**src/rtl/core_bus_arbiter.sv**
```systemverilog
`default_nettype none
// ============================================================================
// Module   : core_bus_arbiter
// Brief    : Merges the core's fetch and data ports onto one single-beat
//            memory port, with one transaction in flight. Responses to
//            withdrawn or changed requests are suppressed.
//            Optional macro ARB_RR_EN selects round-robin priority; without
//            it the data port always wins a collision.
// Revision : 1.0 - initial release
// ============================================================================

package core_bus_pkg;
    localparam int unsigned CORE_ADDR_W = 64;
    localparam int unsigned CORE_DATA_W = 64;

    typedef struct packed {
        logic                   valid;
        logic [CORE_ADDR_W-1:0] addr;
    } ibus_req_t;

    typedef struct packed {
        logic                   addr_ok;
        logic                   data_ok;
        logic [CORE_DATA_W-1:0] data;
    } ibus_resp_t;

    typedef struct packed {
        logic                     valid;
        logic [CORE_ADDR_W-1:0]   addr;
        logic [2:0]               size;
        logic [CORE_DATA_W/8-1:0] strobe;
        logic [CORE_DATA_W-1:0]   data;
    } dbus_req_t;

    typedef struct packed {
        logic                   addr_ok;
        logic                   data_ok;
        logic [CORE_DATA_W-1:0] data;
    } dbus_resp_t;
endpackage

module core_bus_arbiter
    import core_bus_pkg::*;
#(
    parameter int unsigned ADDR_W = CORE_ADDR_W,
    parameter int unsigned DATA_W = CORE_DATA_W
) (
    input  logic                clk,
    input  logic                reset,
    input  ibus_req_t           ireq,
    output ibus_resp_t          iresp,
    input  dbus_req_t           dreq,
    output dbus_resp_t          dresp,
    output logic                mem_valid,
    output logic [ADDR_W-1:0]   mem_addr,
    output logic                mem_write,
    output logic [2:0]          mem_size,
    output logic [DATA_W/8-1:0] mem_strobe,
    output logic [DATA_W-1:0]   mem_wdata,
    input  logic                mem_ready,
    input  logic [DATA_W-1:0]   mem_rdata
);

    localparam logic [1:0] c_ST_IDLE  = 2'd0;
    localparam logic [1:0] c_ST_IBUSY = 2'd1;
    localparam logic [1:0] c_ST_DBUSY = 2'd2;
    localparam logic [2:0] c_FETCH_SIZE = 3'b011;

    logic [1:0]          r_state;
    logic [1:0]          w_state_nxt;
    logic                r_stale;
    logic                w_stale_nxt;
    logic [ADDR_W-1:0]   r_addr;
    logic [2:0]          r_size;
    logic [DATA_W/8-1:0] r_strobe;
    logic [DATA_W-1:0]   r_wdata;

    logic w_d_wins;
    logic w_i_wins;
    logic w_capture_i;
    logic w_capture_d;
    logic w_i_mismatch;
    logic w_d_mismatch;
    logic w_i_done;
    logic w_d_done;

`ifdef ARB_RR_EN
    // 1 = data port was granted last, 0 = fetch port
    logic r_last_grant;

    assign w_d_wins = dreq.valid && (!ireq.valid || !r_last_grant);
`else
    assign w_d_wins = dreq.valid;
`endif
    assign w_i_wins = ireq.valid && !w_d_wins;

    // Any change to the owning request while in flight marks it as abandoned
    assign w_i_mismatch = !ireq.valid || (ireq.addr != r_addr);
    assign w_d_mismatch = !dreq.valid || (dreq.addr != r_addr)
                       || (dreq.strobe != r_strobe) || (dreq.data != r_wdata);

    always_comb begin
        w_state_nxt = r_state;
        w_stale_nxt = r_stale;
        w_capture_i = 1'b0;
        w_capture_d = 1'b0;
        w_i_done    = 1'b0;
        w_d_done    = 1'b0;
        case (r_state)
            c_ST_IDLE: begin
                if (w_d_wins) begin
                    w_state_nxt = c_ST_DBUSY;
                    w_capture_d = 1'b1;
                end else if (w_i_wins) begin
                    w_state_nxt = c_ST_IBUSY;
                    w_capture_i = 1'b1;
                end
            end
            c_ST_IBUSY: begin
                if (mem_ready) begin
                    w_state_nxt = c_ST_IDLE;
                    w_stale_nxt = 1'b0;
                    w_i_done    = !r_stale && !w_i_mismatch;
                end else if (w_i_mismatch) begin
                    w_stale_nxt = 1'b1;
                end
            end
            c_ST_DBUSY: begin
                if (mem_ready) begin
                    w_state_nxt = c_ST_IDLE;
                    w_stale_nxt = 1'b0;
                    w_d_done    = !r_stale && !w_d_mismatch;
                end else if (w_d_mismatch) begin
                    w_stale_nxt = 1'b1;
                end
            end
            default: begin
                w_state_nxt = c_ST_IDLE;
                w_stale_nxt = 1'b0;
            end
        endcase
    end

    always_ff @(posedge clk or negedge reset) begin
        if (!reset) begin
            r_state  <= c_ST_IDLE;
            r_stale  <= 1'b0;
            r_addr   <= '0;
            r_size   <= '0;
            r_strobe <= '0;
            r_wdata  <= '0;
        end else begin
            r_state <= w_state_nxt;
            r_stale <= w_stale_nxt;
            if (w_capture_d) begin
                r_addr   <= dreq.addr;
                r_size   <= dreq.size;
                r_strobe <= dreq.strobe;
                r_wdata  <= dreq.data;
            end else if (w_capture_i) begin
                r_addr   <= ireq.addr;
                r_size   <= c_FETCH_SIZE;
                r_strobe <= '0;
                r_wdata  <= '0;
            end
        end
    end

`ifdef ARB_RR_EN
    always_ff @(posedge clk or negedge reset) begin
        if (!reset) begin
            r_last_grant <= 1'b0;
        end else if (w_capture_d) begin
            r_last_grant <= 1'b1;
        end else if (w_capture_i) begin
            r_last_grant <= 1'b0;
        end
    end
`endif

    assign mem_valid  = (r_state != c_ST_IDLE);
    assign mem_addr   = r_addr;
    assign mem_write  = |r_strobe;
    assign mem_size   = r_size;
    assign mem_strobe = r_strobe;
    assign mem_wdata  = r_wdata;

    // Responses are combinational so they land in the mem_ready cycle
    always_comb begin
        iresp = '0;
        dresp = '0;
        if (w_i_done) begin
            iresp.addr_ok = 1'b1;
            iresp.data_ok = 1'b1;
            iresp.data    = mem_rdata;
        end
        if (w_d_done) begin
            dresp.addr_ok = 1'b1;
            dresp.data_ok = 1'b1;
            dresp.data    = mem_rdata;
        end
    end

endmodule

`default_nettype wire

```
**config.mk**
```make
export PLATFORM = sky130hd
export DESIGN_NAME = core_bus_arbiter
export DESIGN_NICKNAME = d
export VERILOG_FILES = /design/src/rtl/core_bus_arbiter.sv
export SDC_FILE = /design/constraint.sdc
export NUM_CORES = 1
export LEC_CHECK = 0
export BUFFER_PORTS_ARGS = -buffer_cell sky130_fd_sc_hd__buf_2
export CAP_MARGIN = 20
export CORE_AREA = 2 2 211 213
export DETAILED_ROUTE_END_ITERATION = 6
export DIE_AREA = 0 0 213 215
export HOLD_SLACK_MARGIN = 0.02
export PLACE_DENSITY = 0.52
export SLEW_MARGIN = 20
export SYNTH_ARGS = -nofsm -noshare
export SYNTH_HDL_FRONTEND = slang
export SYNTH_SLANG_ARGS = --single-unit
```
**constraint.sdc**
```tcl
create_clock -name clk -period 6.52 [get_ports clk]
set_input_delay 0.978 -clock clk [delete_from_list [all_inputs] [get_ports clk]]
set_output_delay 0.978 -clock clk [all_outputs]
set_load 0.05 [all_outputs]
```
; Word level (Yosys, flattened, before mapping)
; Index checks and enable logic that the tools add are counted.
; Widths: inputs -> output; s select.
[op_classes]
reduce_logical = 19
eq_ne = 10
bitwise = 1
muxes = 28
[ops]
columns = operator, n
row1 = $mux 64, 4
row2 = $ne 64x64->1, 3
row3 = $mux 66, 2
row4 = $mux 8, 2
row5 = $mux 1, 13
row6 = $ne 3x3->1 const B, 3
row7 = $ne 8x8->1, 1
row8 = $reduce_or 8->1, 1
row9 = $mux 2, 3
row10 = $mux 3, 2
row11 = $logic_not 1->1, 5
row12 = $logic_or 1x1->1, 4
row13 = $pmux 2 s2, 1
row14 = $reduce_bool 2->1, 2
row15 = $logic_and 1x1->1, 3
row16 = $pmux 1 s3, 1
row17 = $reduce_and 3->1, 1
row18 = $eq 2x1->1 const B, 1
row19 = $eq 2x2->1 const B, 1
row20 = $logic_not 2->1, 1
row21 = $ne 2x1->1 const B, 1
row22 = $reduce_and 2->1, 1
row23 = $reduce_or 2->1, 1
row24 = $not 1->1, 1
[totals]
reg_bits = 142
out_inout_bits = 273
word_cells = 64
input_bits = 272

; Depth between registers and ports, before layout
; Gate-level depths: netlist of the first run.
[logic_depth]
ltp_word = 9
mapped_depth = 11
depth_no_buf = 9

; Worst setup path after synthesis of the first run
; OpenSTA, ideal clock, no wires.
[synth_path]
kind = input to output
from = in dreq[26] in the netlist's numbering
to = out dresp[10] in the netlist's numbering
setup_slack_ns = 2.300
path_stages = 9
required_time_ns = 5.542
t_arrival_ns = 3.242
n_path_buf = 2
path_cell_list = nor2b_1 > a2111o_1 > nor4_1 > nand4_1 > or4_1 > nor3b_2 > buf_4 > buf_6 > and2_1
[synth_rtl]
columns = element, line_no
row1 = start: declaration, 52  ; input dbus_req_t dreq,
row2 = end: declaration, 53  ; output dbus_resp_t dresp,

==> metrics.md, run 1 <==
| Metric | Value |
|---|---|
| Outcome | complete, no violations |
| Initial Util | 20.6% |
| RSZ-0062 raised after global routing | false |
| CP Launch Type | primary input |
| Register area share after synthesis | 39.5% |
| Rows | 77 |
| Initial DRT Pass Iterations | 5 |
| Sink Count | 142 |
| CP delay by family, top | simple AND/OR/NAND/NOR gates |
| Cts repair resizes | 0 |
| GRT busiest layer | met2 |
| Most used cell, CP | buf_2 |
| Worst Setup SP | dreq[106] |
| Antenna violations before repair | 17 |
| Maximum fanout along the worst path | 66 |
| IO Count | 545 |
| Max cap viols | 0 |
| Inserted Clock Buffers | 17 |
| Final instance area | 0.0129 mm^2 |
| Global Route met3 Usage | 6.87% |
| Crit path required time | 5540 ps |
| Crit path DAT | 4370 ps |
| DRT iter0 DRCs | 779 |
| Flops & latches, synth | 142 |
| Combinational share of power | 56.7% |
| Clock power share | 16.3% |
| Clock transition at path regs | 60 ps |
| Worst R2R Setup Slack | 3190 ps |
| DRC | 0 |
| Net switching power | 3.66 mW |
| Port Buf Inserts | 544 |
| Syn avg cell area | 9.19 um^2 |
| Worst Tran Pin Value | 897 ps |
| Levels on crit path | 10 |
| Asr flop ratio synth | 100% |
| Critical Path End | dresp[43] |
| Final net count | 1766 |
| Switch share | 55.8% |
| Slowest library cell on the worst path | or4_1 |
| Endpoint class of the critical path | primary output |
| # placed instances | 2064 |
| Final Worst Setup Slack | 1170 ps |
| Crit-path cells | buf_2 > nor2b_1 > a2111o_1 > nor4_1 > nand4_1 > or4_1 > nor3b_4 > buf_4 > and2_1 > buf_2 |
| Grt met2 use | 34.5% |
| Detailed-route via count | 9829 |
| Die W | 213 um |
| Peak VDD IR | 0.280 mV |
| PwrDens | 507 mW/mm^2 |
| Buf/Inv on CP | 3 |
| Pre-CTS setup slack | 1250 ps |
| H-tree lvl count | 4 |
| Largest net degree at the start of global routing | 84 |
| Share of layout cells above drive strength 1 | 39.5% |
| Tot GR Track Use | 22.3% |
| Detailed placer's ending HPWL | 43000 um |
| Final Util | 29.6% |
| Distinct cells, synth | 42 |
| Period utilization | 82.0% |
| Final hold vios | 0 |
| CTS tree | done |
| Met1 Use GR | 30.9% |
| Max Freq | 187 MHz |
| Root buffer cell | clkbuf_16 |
| Final ANT Viol Nets | 0 |
| Vias in the first global route | 9680 |
| Grt total ovfl | 0 |
| Setup TNS | 0 ps |
| Post-DR wirelength/cell | 25.0 um |
| Mapped Area | 0.00900 mm^2 |
| Post-Route WL | 52500 um |
| Area contributors post-synth | dfrtp_1 39%, xnor2_1 9.2%, and2_1 9.1%, a22o_1 5.7%, a22oi_1 5.3% |
| Hold slack | 505 ps |
| Relative slew slack | 39.7% |
| Gp weighted congestion | 0.973 |
| # setup viols final | 0 |
| Reg2Reg Depth | 7 |
| Setup Skew | 13.9 ps |
| Internal power | 2.89 mW |
| Number of post-CTS setup repair buffers | 0 |
| Critical path class | primary input to primary output |
| Sequential share of power | 26.9% |
| Worst min-delay path class | register to register |
| Reg2Reg Launch Point | mem_addr[31]$_DFFE_PN0P_ |
| Total power | 6.55 mW |
| Critical path's largest stage delay | 700 ps |
| Die height | 215 um |
| Synth warn | 0 |
| Pins Over Slew Limit | 0 |
| Clk_lat worst skew | 440 ps |
| Clock buffer depth | 2 |
| Post-synthesis cell count | 979 |
| R2R Path End | r_stale$_DFFE_PN0P_ |
| Placed cell area | 0.0123 mm^2 |
| Drt via density | 4.68 |
| Pleak | 6.46 nW |
| First-pass GRT wire length | 72300 um |
| Top cell type's share of synthesized area | 39.5% |
| Area grow syn2layout | 43.7% |
| Min cycle time layout | 5350 ps |
| Core footprint | 0.0436 mm^2 |
| Top_reg_cell synth | dfrtp_1 |
| Die area | 0.0458 mm^2 |
| Cell taking the most area after synthesis | dfrtp_1 |
| Post-CTS Hold Fix Bufs | 0 |
| Layout Cells excl Fill | 2101 |
| Mapped Nets | 1254 |
| Post-synth EDFFs | 0 |
[cells by family (layout without fill, tap and decap cells)]
kind of cell,after synthesis,count (layout),share of synthesized area (%)
simple gates,336,336,21.4
xor+xnor,131,131,12.8
other cells,0,5,0
fa+ha+maj,3,3,0.417
flops,142,142,39.5
buf+inv,110,635,5.24
compound gates,257,257,20.7
[worst min-delay path by stage]
| stage | from | to | slack (ps) | cells after the start |
|---|---|---|---|---|
| final | mem_size[0]$_DFFE_PN0P_ | mem_size[0]$_DFFE_PN0P_ | 500 | 1 |
| after detailed placement | mem_size[2]$_DFFE_PN0P_ | mem_size[2]$_DFFE_PN0P_ | 490 | 1 |
| after floorplan | r_state[1]$_DFFE_PN0P_ | r_state[1]$_DFFE_PN0P_ | 490 | 1 |
| after global routing | mem_size[0]$_DFFE_PN0P_ | mem_size[0]$_DFFE_PN0P_ | 520 | 1 |
| after CTS | mem_size[2]$_DFFE_PN0P_ | mem_size[2]$_DFFE_PN0P_ | 510 | 1 |
| after global placement | mem_size[2]$_DFFE_PN0P_ | mem_size[2]$_DFFE_PN0P_ | 480 | 1 |
[layout by cell type, fill, tap and decap left out, drive strengths merged, types with 2 or more instances in the layout]
| master | n |
|---|---|
| a2111o | 7 |
| a2111oi | 3 |
| a21oi | 2 |
| a221o | 2 |
| a221oi | 2 |
| a22o | 59 |
| a22oi | 64 |
| and2 | 131 |
| buf | 555 |
| bufinv | 3 |
| clkbuf | 23 |
| clkinv | 5 |
| dfrtp | 142 |
| diode | 5 |
| ha | 3 |
| inv | 48 |
| nand2 | 69 |
| nand2b | 41 |
| nand3 | 3 |
| nand4 | 28 |
| nor2 | 3 |
| nor2b | 31 |
| nor3 | 2 |
| nor3b | 2 |
| nor4 | 25 |
| o2111ai | 14 |
| o21ai | 67 |
| o22a | 2 |
| o22ai | 29 |
| xnor2 | 95 |
| xor2 | 36 |
[cells in the mapped netlist, types with 14 or more instances]
| library cell | instances |
|---|---|
| o21ai_0 | 66 |
| and2_1 | 131 |
| xnor2_1 | 95 |
| a22o_1 | 59 |
| dfrtp_1 | 142 |
| nor2b_1 | 31 |
| nand2_1 | 69 |
| nand4_1 | 28 |
| a22oi_1 | 64 |
| nand2b_1 | 41 |
| inv_1 | 46 |
| o22ai_1 | 29 |
| xor2_1 | 36 |
| clkbuf_1 | 46 |
| nor4_1 | 25 |
| o2111ai_1 | 14 |
[registers in the layout, indices dropped and copies added, names as in the netlist]
name        cells
mem_addr       64
mem_size        3
mem_strobe      8
mem_wdata      64
r_stale         1
r_state         2
[per-layer routing]
metal | vias up | share of wire [%]
li1 | 4480 | -
met1 | 4847 | 45
met2 | 432 | 46
met3 | 48 | 8.1
met4 | 22 | 0.70
met5 | - | 0.28
[power groups by stage]
stage	combinational, mW	sequential, mW	clock, mW
finish	3.72	1.76	1.07
global route	3.91	1.83	1.13
CTS	3.77	1.76	1.10
detailed placement	3.76	1.77	0
global placement	3.76	1.75	0
floorplan	1.12	3.01	0
[worst register-to-register path: cells and delay by family, from the launching register on]
kind	cells	cell delay (ps)
AOI/OAI and AO/OA	2	770
DFF	1	530
and+or+nand+nor	5	1920
[area by class of cell]
type / instances / area (um^2)
clock inverters: 9 / 130
multi-input cells: 727 / 5000
repair buffers: 555 / 2810
diodes: 5 / 12.5
fillers: 4733 / 30700
clock buffers: 23 / 498
well taps: 592 / 741
inverters: 48 / 180
flip-flops and latches: 142 / 3550
(Power assumes the default switching activity.)
==> run 2: changes to the inputs <==
--- a/config.mk
+++ b/config.mk
@@ -5,13 +5,14 @@
 export SDC_FILE = /design/constraint.sdc
 export NUM_CORES = 1
 export LEC_CHECK = 0
+export ABC_AREA = 1
 export BUFFER_PORTS_ARGS = -buffer_cell sky130_fd_sc_hd__buf_2
 export CAP_MARGIN = 20
-export CORE_AREA = 2 2 211 213
+export CORE_AREA = 2 2 209 211
 export DETAILED_ROUTE_END_ITERATION = 6
-export DIE_AREA = 0 0 213 215
+export DIE_AREA = 0 0 211 213
 export HOLD_SLACK_MARGIN = 0.02
-export PLACE_DENSITY = 0.52
+export PLACE_DENSITY = 0.59
 export SLEW_MARGIN = 20
 export SYNTH_ARGS = -nofsm -noshare
 export SYNTH_HDL_FRONTEND = slang
==> constraint.sdc (replaced) <==
create_clock -name clk -period 5 [get_ports clk]
set_input_delay 0.75 -clock clk [delete_from_list [all_inputs] [get_ports clk]]
set_output_delay 0.75 -clock clk [all_outputs]
set_load 0.05 [all_outputs]
==> run 2 against run 1 <==
Combinational power up 70%. Die area shrank 1.9%. Critical path depth is 1 lower. Hold slack got worse by 110 ps. Register-to-register slack worse by 1200 ps.
==> metrics.md, run 2 <==
| Metric | Value |
|---|---|
| Top cell type's share of synthesized area | 31.6% (-7.9 points) |
| Synth warn | 0 (unchanged) |
| Area contributors post-synth | dfrtp_1 32%, nand2_1 15%, inv_1 12%, nor2_1 6.8%, o21ai_0 5.9% |
| RSZ-0062 raised after global routing | false |
| Crit path required time | 4250 ps (-1290 ps) |
| CP Launch Type | register |
| Post-synth EDFFs | 0 (unchanged) |
| Post-synthesis cell count | 1799 (+84%) |
| Clock power share | 13.0% (-3.3 points) |
| First-pass GRT wire length | 94600 um (+31%) |
| Inserted Clock Buffers | 17 (unchanged) |
| Maximum fanout along the worst path | 65 (-1.5%) |
| Detailed-route via count | 14500 (+48%) |
| Final instance area | 0.0150 mm^2 (+16%) |
| FILL cells | 4651 (-1.7%) |
| Post-Route WL | 70300 um (+34%) |
| Switch share | 61.6% (+5.8 points) |
| Antenna violations before repair | 19 (+2) |
| # setup viols final | 0 (unchanged) |
| Initial Util | 26.3% (+5.7 points) |
| Reg2Reg Launch Point | r_state[0]$_DFFE_PN0P_ |
| Crit path DAT | 3460 ps (-910 ps) |
| Clk_lat worst skew | 480 ps (+40 ps) |
| Number of post-CTS setup repair buffers | 0 (unchanged) |
| Min cycle time layout | 4210 ps |
| Mapped Area | 0.0112 mm^2 (+25%) |
| Die area | 0.0449 mm^2 (-1.9%) |
| Rows | 76 (-1.3%) |
| Multi-input gate area | 0.00598 mm^2 (+19%) |
| Placed cell area | 0.0145 mm^2 (+18%) |
| Top cells by count, synth | 436 x nand2_1, 352 x inv_1, 203 x nor2_1, 142 x dfrtp_1, 132 x o21ai_0 |
| Drt via density | 5.04 (+7.6%) |
| Worst Setup SP | mem_addr[48]$_DFFE_PN0P_ |
| Worst R2R Setup Slack | 2020 ps (-1170 ps) |
| Sequential share of power | 23.3% (-3.6 points) |
| Final Worst Setup Slack | 787 ps (-385 ps) |
| Worst min-delay path class | primary input to async pin |
| Outcome | complete, no violations |
| Period utilization | 84.3% |
| Core footprint | 0.0427 mm^2 (-2.2%) |
| Peak VDD IR | 0.422 mV (+51%) |
| Cell taking the most area after synthesis | dfrtp_1 |
| Asr flop ratio synth | 100% (unchanged) |
| Pins Over Slew Limit | 0 (unchanged) |
| Largest net degree at the start of global routing | 86 (+2.4%) |
| Cts repair resizes | 0 (unchanged) |
| Most frequent cells in the layout | 543 x buf_2, 434 x nand2_1, 351 x inv_1, 203 x nor2_1, 142 x dfrtp_1 |
| Final hold vios | 0 (unchanged) |
| Net switching power | 6.14 mW (+68%) |
| Grt total ovfl | 0 (unchanged) |
| Most common cell after layout, fill and taps aside | buf_2 |
| Internal power | 3.82 mW (+32%) |
| Flops & latches, synth | 142 (unchanged) |
| Tot GR Track Use | 30.1% (+7.8 points) |
| Register area share after synthesis | 31.6% (-7.9 points) |
| Initial DRT Pass Iterations | 7 (+2) |
| Pleak | 8.67 nW (+34%) |
| Clock buffer depth | 2 (unchanged) |
| Distinct cells, synth | 29 (-31%) |
| Combinational share of power | 63.7% (+7.0 points) |
| Vias in the first global route | 13200 (+37%) |
| Detailed placer's ending HPWL | 59400 um (+38%) |
| Gp weighted congestion | 0.996 (+2.4%) |
| Post-DR wirelength/cell | 24.4 um (-2.4%) |
| Area grow syn2layout | 34.0% |
| Die W | 211 um (-0.94%) |
| Final net count | 2584 (+46%) |
| CTS tree | done |
| Clock transition at path regs | 80 ps (+20 ps) |
| PwrDens | 662 mW/mm^2 (+31%) |
| Relative slew slack | 27.7% (-12 points) |
| Endpoint class of the critical path | primary output |
| Max Freq | 237 MHz |
| Worst Tran Pin Value | 1080 ps (+187 ps) |
| Critical path class | register to primary output |
| DRT iter0 DRCs | 1388 (+78%) |
| Setup Skew | 12.2 ps (-1.77 ps) |
| H-tree lvl count | 4 (unchanged) |
| Max cap viols | 0 (unchanged) |
| Most frequent cell after synthesis | nand2_1 |
| IO Count | 545 (unchanged) |
| Syn avg cell area | 6.24 um^2 (-32%) |
| Sink Count | 142 (unchanged) |
| Pre-CTS setup slack | 790 ps (-462 ps) |
| Die height | 213 um (-0.93%) |
| Port Buf Inserts | 544 (unchanged) |
| DRC | 0 (unchanged) |
| Total area of sequential cells | 0.00355 mm^2 (unchanged) |
| Share of layout cells above drive strength 1 | 28.5% (-11 points) |
| Final ANT Viol Nets | 0 (unchanged) |
| Post-CTS Hold Fix Bufs | 0 (unchanged) |
| Total power | 9.96 mW (+52%) |
| Mapped Nets | 2074 (+65%) |
| Root buffer cell | clkbuf_16 |
| Setup TNS | 0 ps (unchanged) |
| Top_reg_cell synth | dfrtp_1 |
==> run 2: changes by cell type in the layout (fill, tap and decap cells not counted), sizes merged, moves of 30 or more <==
cell,before,now
nand2b,41,0
o21ai,67,145
nor2b,31,1
nand4,28,58
nand2,69,436
nand3,3,43
inv,48,377
and2,131,1
xnor2,95,59
o22ai,29,76
a21oi,2,66
a22o,59,0
nor2,3,252
a22oi,64,0
==> run 2: logic make-up (layout without fill, tap and decap cells) <==
logic type	after synthesis	in the layout	synth area share [%]
simple gates	833	833	31.5
buf+inv	439	962	15.3
compound gates	315	315	16.0
flops	142	142	31.6
xor+xnor	67	67	5.23
fa+ha+maj	3	3	0.334
other cells	0	13	0
==> run 2: power by group through the flow <==
| stage | clock (mW) | combinational (mW) | sequential [mW] |
|---|---|---|---|
| after floorplan | 0 | 2.28 | 3.97 |
| after global placement | 0 | 6.25 | 2.30 |
| after detailed placement | 0 | 6.27 | 2.32 |
| after CTS | 1.32 | 6.29 | 2.30 |
| after global routing | 1.37 | 6.67 | 2.38 |
| final | 1.29 | 6.34 | 2.32 |
==> run 2: worst paths after layout <==
kind                       depth (start not counted)                   endpoint
setup / recovery                                   9                  dresp[14]
hold / removal                                     1  mem_wdata[15]$_DFFE_PN0P_
setup reg to reg                                   7   mem_addr[53]$_DFFE_PN0P_
hold reg to reg                                    2        r_stale$_DFFE_PN0P_
max in group asynchronous                          2   mem_wdata[3]$_DFFE_PN0P_
min in group clk                                   2        r_stale$_DFFE_PN0P_
==> run 2: area by class of cell <==
type / instances / area share [%]
multi-input combinational: 1218 / 39.7
sequential: 142 / 23.6
timing repair buffer: 557 / 18.9
inverter: 373 / 9.31
tap: 546 / 4.54
clock buffer: 20 / 3.03
clock inverter: 12 / 0.682
antenna: 13 / 0.216
==> run 2: metrics by stage <==
stage	utilization (%)	instances	hold WS [ps]
6_report	35.2	2881	393
2_1_floorplan	-	1799	442
5_1_grt	35.2	2870	447
3_5_place_dp	33.9	2836	478
3_3_place_gp	33.9	2836	459
4_1_cts	35.2	2868	398
==> run 2: metal layers <==
metal  global-route usage, %  vias up  share of wire, %
li1                        -     6724                 -
met1                    35.5     6813                39
met2                    52.1      817                49
met3                    7.41      141               8.4
met4                    12.8       12               4.3
met5                       0        -              0.12
==> run 2: worst max-delay path: stages, from the launching register on <==
cell and delay, ps:
dfrtp_1 420, xnor2_1 650, nand3_1 200, nor4_1 340, nand4_1 120, nor2_1 200
nand3_4 70, buf_4 350, nor2_1 210, buf_2 290
==> run 3: changes to the inputs <==
==> constraint.sdc (replaced) <==
create_clock -name clk -period 4.38 [get_ports clk]
set_input_delay 0.657 -clock clk [delete_from_list [all_inputs] [get_ports clk]]
set_output_delay 0.657 -clock clk [all_outputs]
set_load 0.05 [all_outputs]
==> run 3 against run 2 <==
Worst setup slack lost 620 ps. Final cell count is 0.14% higher. First-iteration DRC count grew 0.58%. Clock skew is 3.9 ps higher. Final area rose by 0.68%. Flip-flop and latch count is the same. Via count is 0.51% lower. Power rose by 14%. Critical endpoint is now dresp[7]. Largest cell class unchanged.
==> metrics.md, run 3 (synthesized netlist as in run 2, its figures left out) <==
| Metric | Value |
|---|---|
| CTS tree | done |
| Crit path required time | 3720 ps (-530 ps) |
| Worst Tran Pin Value | 1150 ps (+61.5 ps) |
| Critical path class | register to primary output |
| Root buffer cell | clkbuf_16 |
| First-pass GRT wire length | 94900 um (+0.35%) |
| Final net count | 2592 (+0.31%) |
| Relative slew slack | 23.6% (-4.1 points) |
| PwrDens | 751 mW/mm^2 (+14%) |
| Min cycle time layout | 4220 ps |
| DRC | 0 (unchanged) |
| Initial Util | 26.3% (unchanged) |
| Sequential share of power | 23.2% (about the same) |
| Final Util | 35.5% (+0.24 points) |
| Tot GR Track Use | 30.4% (+0.24 points) |
| Clock buffer depth | 2 (unchanged) |
| Grt total ovfl | 0 (unchanged) |
| Port Buf Inserts | 544 (unchanged) |
| Post-DR wirelength/cell | 24.4 um (+0.11%) |
| Reg2Reg Depth | 7 (unchanged) |
| Sink Count | 142 (unchanged) |
| Die W | 211 um (unchanged) |
| Post-CTS Hold Fix Bufs | 0 (unchanged) |
| Clock power share | 12.8% (-0.2 points) |
| Period utilization | 96.3% |
| CP Launch Type | register |
| Pleak | 8.73 nW (+0.73%) |
| IO Count | 545 (unchanged) |
| Worst R2R Setup Slack | 1550 ps (-470 ps) |
| Endpoint class of the critical path | primary output |
| Post-Route WL | 70500 um (+0.25%) |
| Peak VDD IR | 0.509 mV (+21%) |
| Max cap viols | 0 (unchanged) |
| Area grow syn2layout | 34.9% |
| Die area | 0.0449 mm^2 (unchanged) |
| Max Freq | 237 MHz |
| DRT iter0 DRCs | 1396 (+0.58%) |
| Die height | 213 um (unchanged) |
| Most frequent cells in the layout | 543 x buf_2, 434 x nand2_1, 351 x inv_1, 203 x nor2_1, 142 x dfrtp_1 |
| Final ANT Viol Nets | 0 (unchanged) |
| # placed instances | 2844 (+0.28%) |
| Largest net degree at the start of global routing | 143 (+66%) |
| Net switching power | 6.95 mW (+13%) |
| Initial DRT Pass Iterations | 6 (-1) |
| Outcome | complete, no violations |
| Detailed-route via count | 14400 (-0.51%) |
| Number of post-CTS setup repair buffers | 0 (unchanged) |
| # setup viols final | 0 (unchanged) |
| Core footprint | 0.0427 mm^2 (unchanged) |
| Total power | 11.4 mW (+14%) |
| Internal power | 4.43 mW (+16%) |
| Clk_lat worst skew | 500 ps (+20 ps) |
| Share of layout cells above drive strength 1 | 28.8% (+0.25 points) |
| H-tree lvl count | 4 (unchanged) |
| Vias in the first global route | 13300 (+0.36%) |
| RSZ-0062 raised after global routing | false |
| Final hold vios | 0 (unchanged) |
| Rows | 76 (unchanged) |
| Worst min-delay path class | primary input to async pin |
| Setup Skew | 16.1 ps (+3.93 ps) |
| Pins Over Slew Limit | 0 (unchanged) |
| Drt via density | 5.00 (-0.65%) |
| Combinational share of power | 64.0% (+0.3 points) |
| Setup TNS | 0 ps (unchanged) |
| Layout Cells excl Fill | 2885 (+0.14%) |
| Gp weighted congestion | 0.954 (-4.2%) |
| Detailed placer's ending HPWL | 59300 um (-0.26%) |
| Clock transition at path regs | 70 ps (about the same) |
| Cts repair resizes | 0 (unchanged) |
| Crit path DAT | 3560 ps (+100 ps) |
| Most common cell after layout, fill and taps aside | buf_2 |
| Maximum fanout along the worst path | 54 (-17%) |
| Switch share | 61.1% (-0.59 points) |
| R2R Path End | mem_addr[35]$_DFFE_PN0P_ |
| Antenna violations before repair | 19 (unchanged) |
| Reg2Reg Launch Point | r_state[0]$_DFFE_PN0P_ |
| Inserted Clock Buffers | 17 (unchanged) |
## run 3: changes by cell type in the layout (fill, tap and decap cells not counted)
cell | previous run | this run
clkinv_4 | 3 | 2
bufinv_16 | 0 | 1
buf_4 | 12 | 15
clkbuf_8 | 2 | 0
buf_12 | 1 | 6
diode_2 | 13 | 9
clkinv_2 | 1 | 6
inv_6 | 4 | 2
inv_8 | 1 | 0
## run 3: cell type report
class,count,area [um^2]
clock buffer,18,429
multi-input combinational,1218,5980
sequential,142,3550
timing repair buffer,565,2960
antenna,9,22.5
fill,4689,27500
tap,546,683
inverter,373,1400
clock inverter,14,120
## run 3: worst max path at each step
stage | start | to | slack [ps] | depth (start not counted)
finish | mem_addr[34]$_DFFE_PN0P_ | dresp[7] | 160 | 9
detailed placement | dreq[42] | dresp[7] | 400 | 12
global route | mem_addr[48]$_DFFE_PN0P_ | dresp[7] | 50 | 9
floorplan | mem_addr[19]$_DFFE_PN0P_ | iresp[55] | 1250 | 12
global placement | dreq[109] | dresp[16] | 440 | 10
CTS | mem_addr[2]$_DFFE_PN0P_ | dresp[7] | 210 | 12
## run 3: power groups by stage
stage	combinational, mW	sequential (mW)	clock (mW)
2_1_floorplan	2.60	4.53	0
3_3_place_gp	7.19	2.62	0
3_5_place_dp	7.22	2.64	0
4_1_cts	7.25	2.62	1.50
5_1_grt	7.68	2.71	1.55
6_report	7.28	2.65	1.46
## run 3: metal layers
| metal | up-vias | track usage, % | wire [um] |
|---|---|---|---|
| met3 | 121 | 7.96 | 5840 |
| met4 | 18 | 12.6 | 2740 |
| li1 | 6729 | - | - |
| met2 | 743 | 52.1 | 34200 |
| met1 | 6822 | 35.9 | 27600 |
| met5 | - | 0 | 111 |
## run 3: through the flow
| stage | setup WS, ps | cell area [um^2] | hold WS [ps] |
|---|---|---|---|
| after floorplan | 1250 | 11200 | 361 |
| after global placement | 443 | 14600 | 460 |
| after detailed placement | 405 | 14600 | 470 |
| after CTS | 211 | 15100 | 274 |
| after global routing | 45.4 | 15100 | 306 |
| final | 164 | 15200 | 243 |
## run 3: critical path, stage by stage (launching register included)
cell and delay, ps:
dfrtp_1 430, xnor2_1 530, nand2_1 120, nor4_1 580, nand3_1 150, nor2_1 200
nand3_4 260, buf_12 300, nor2_1 160, buf_2 290
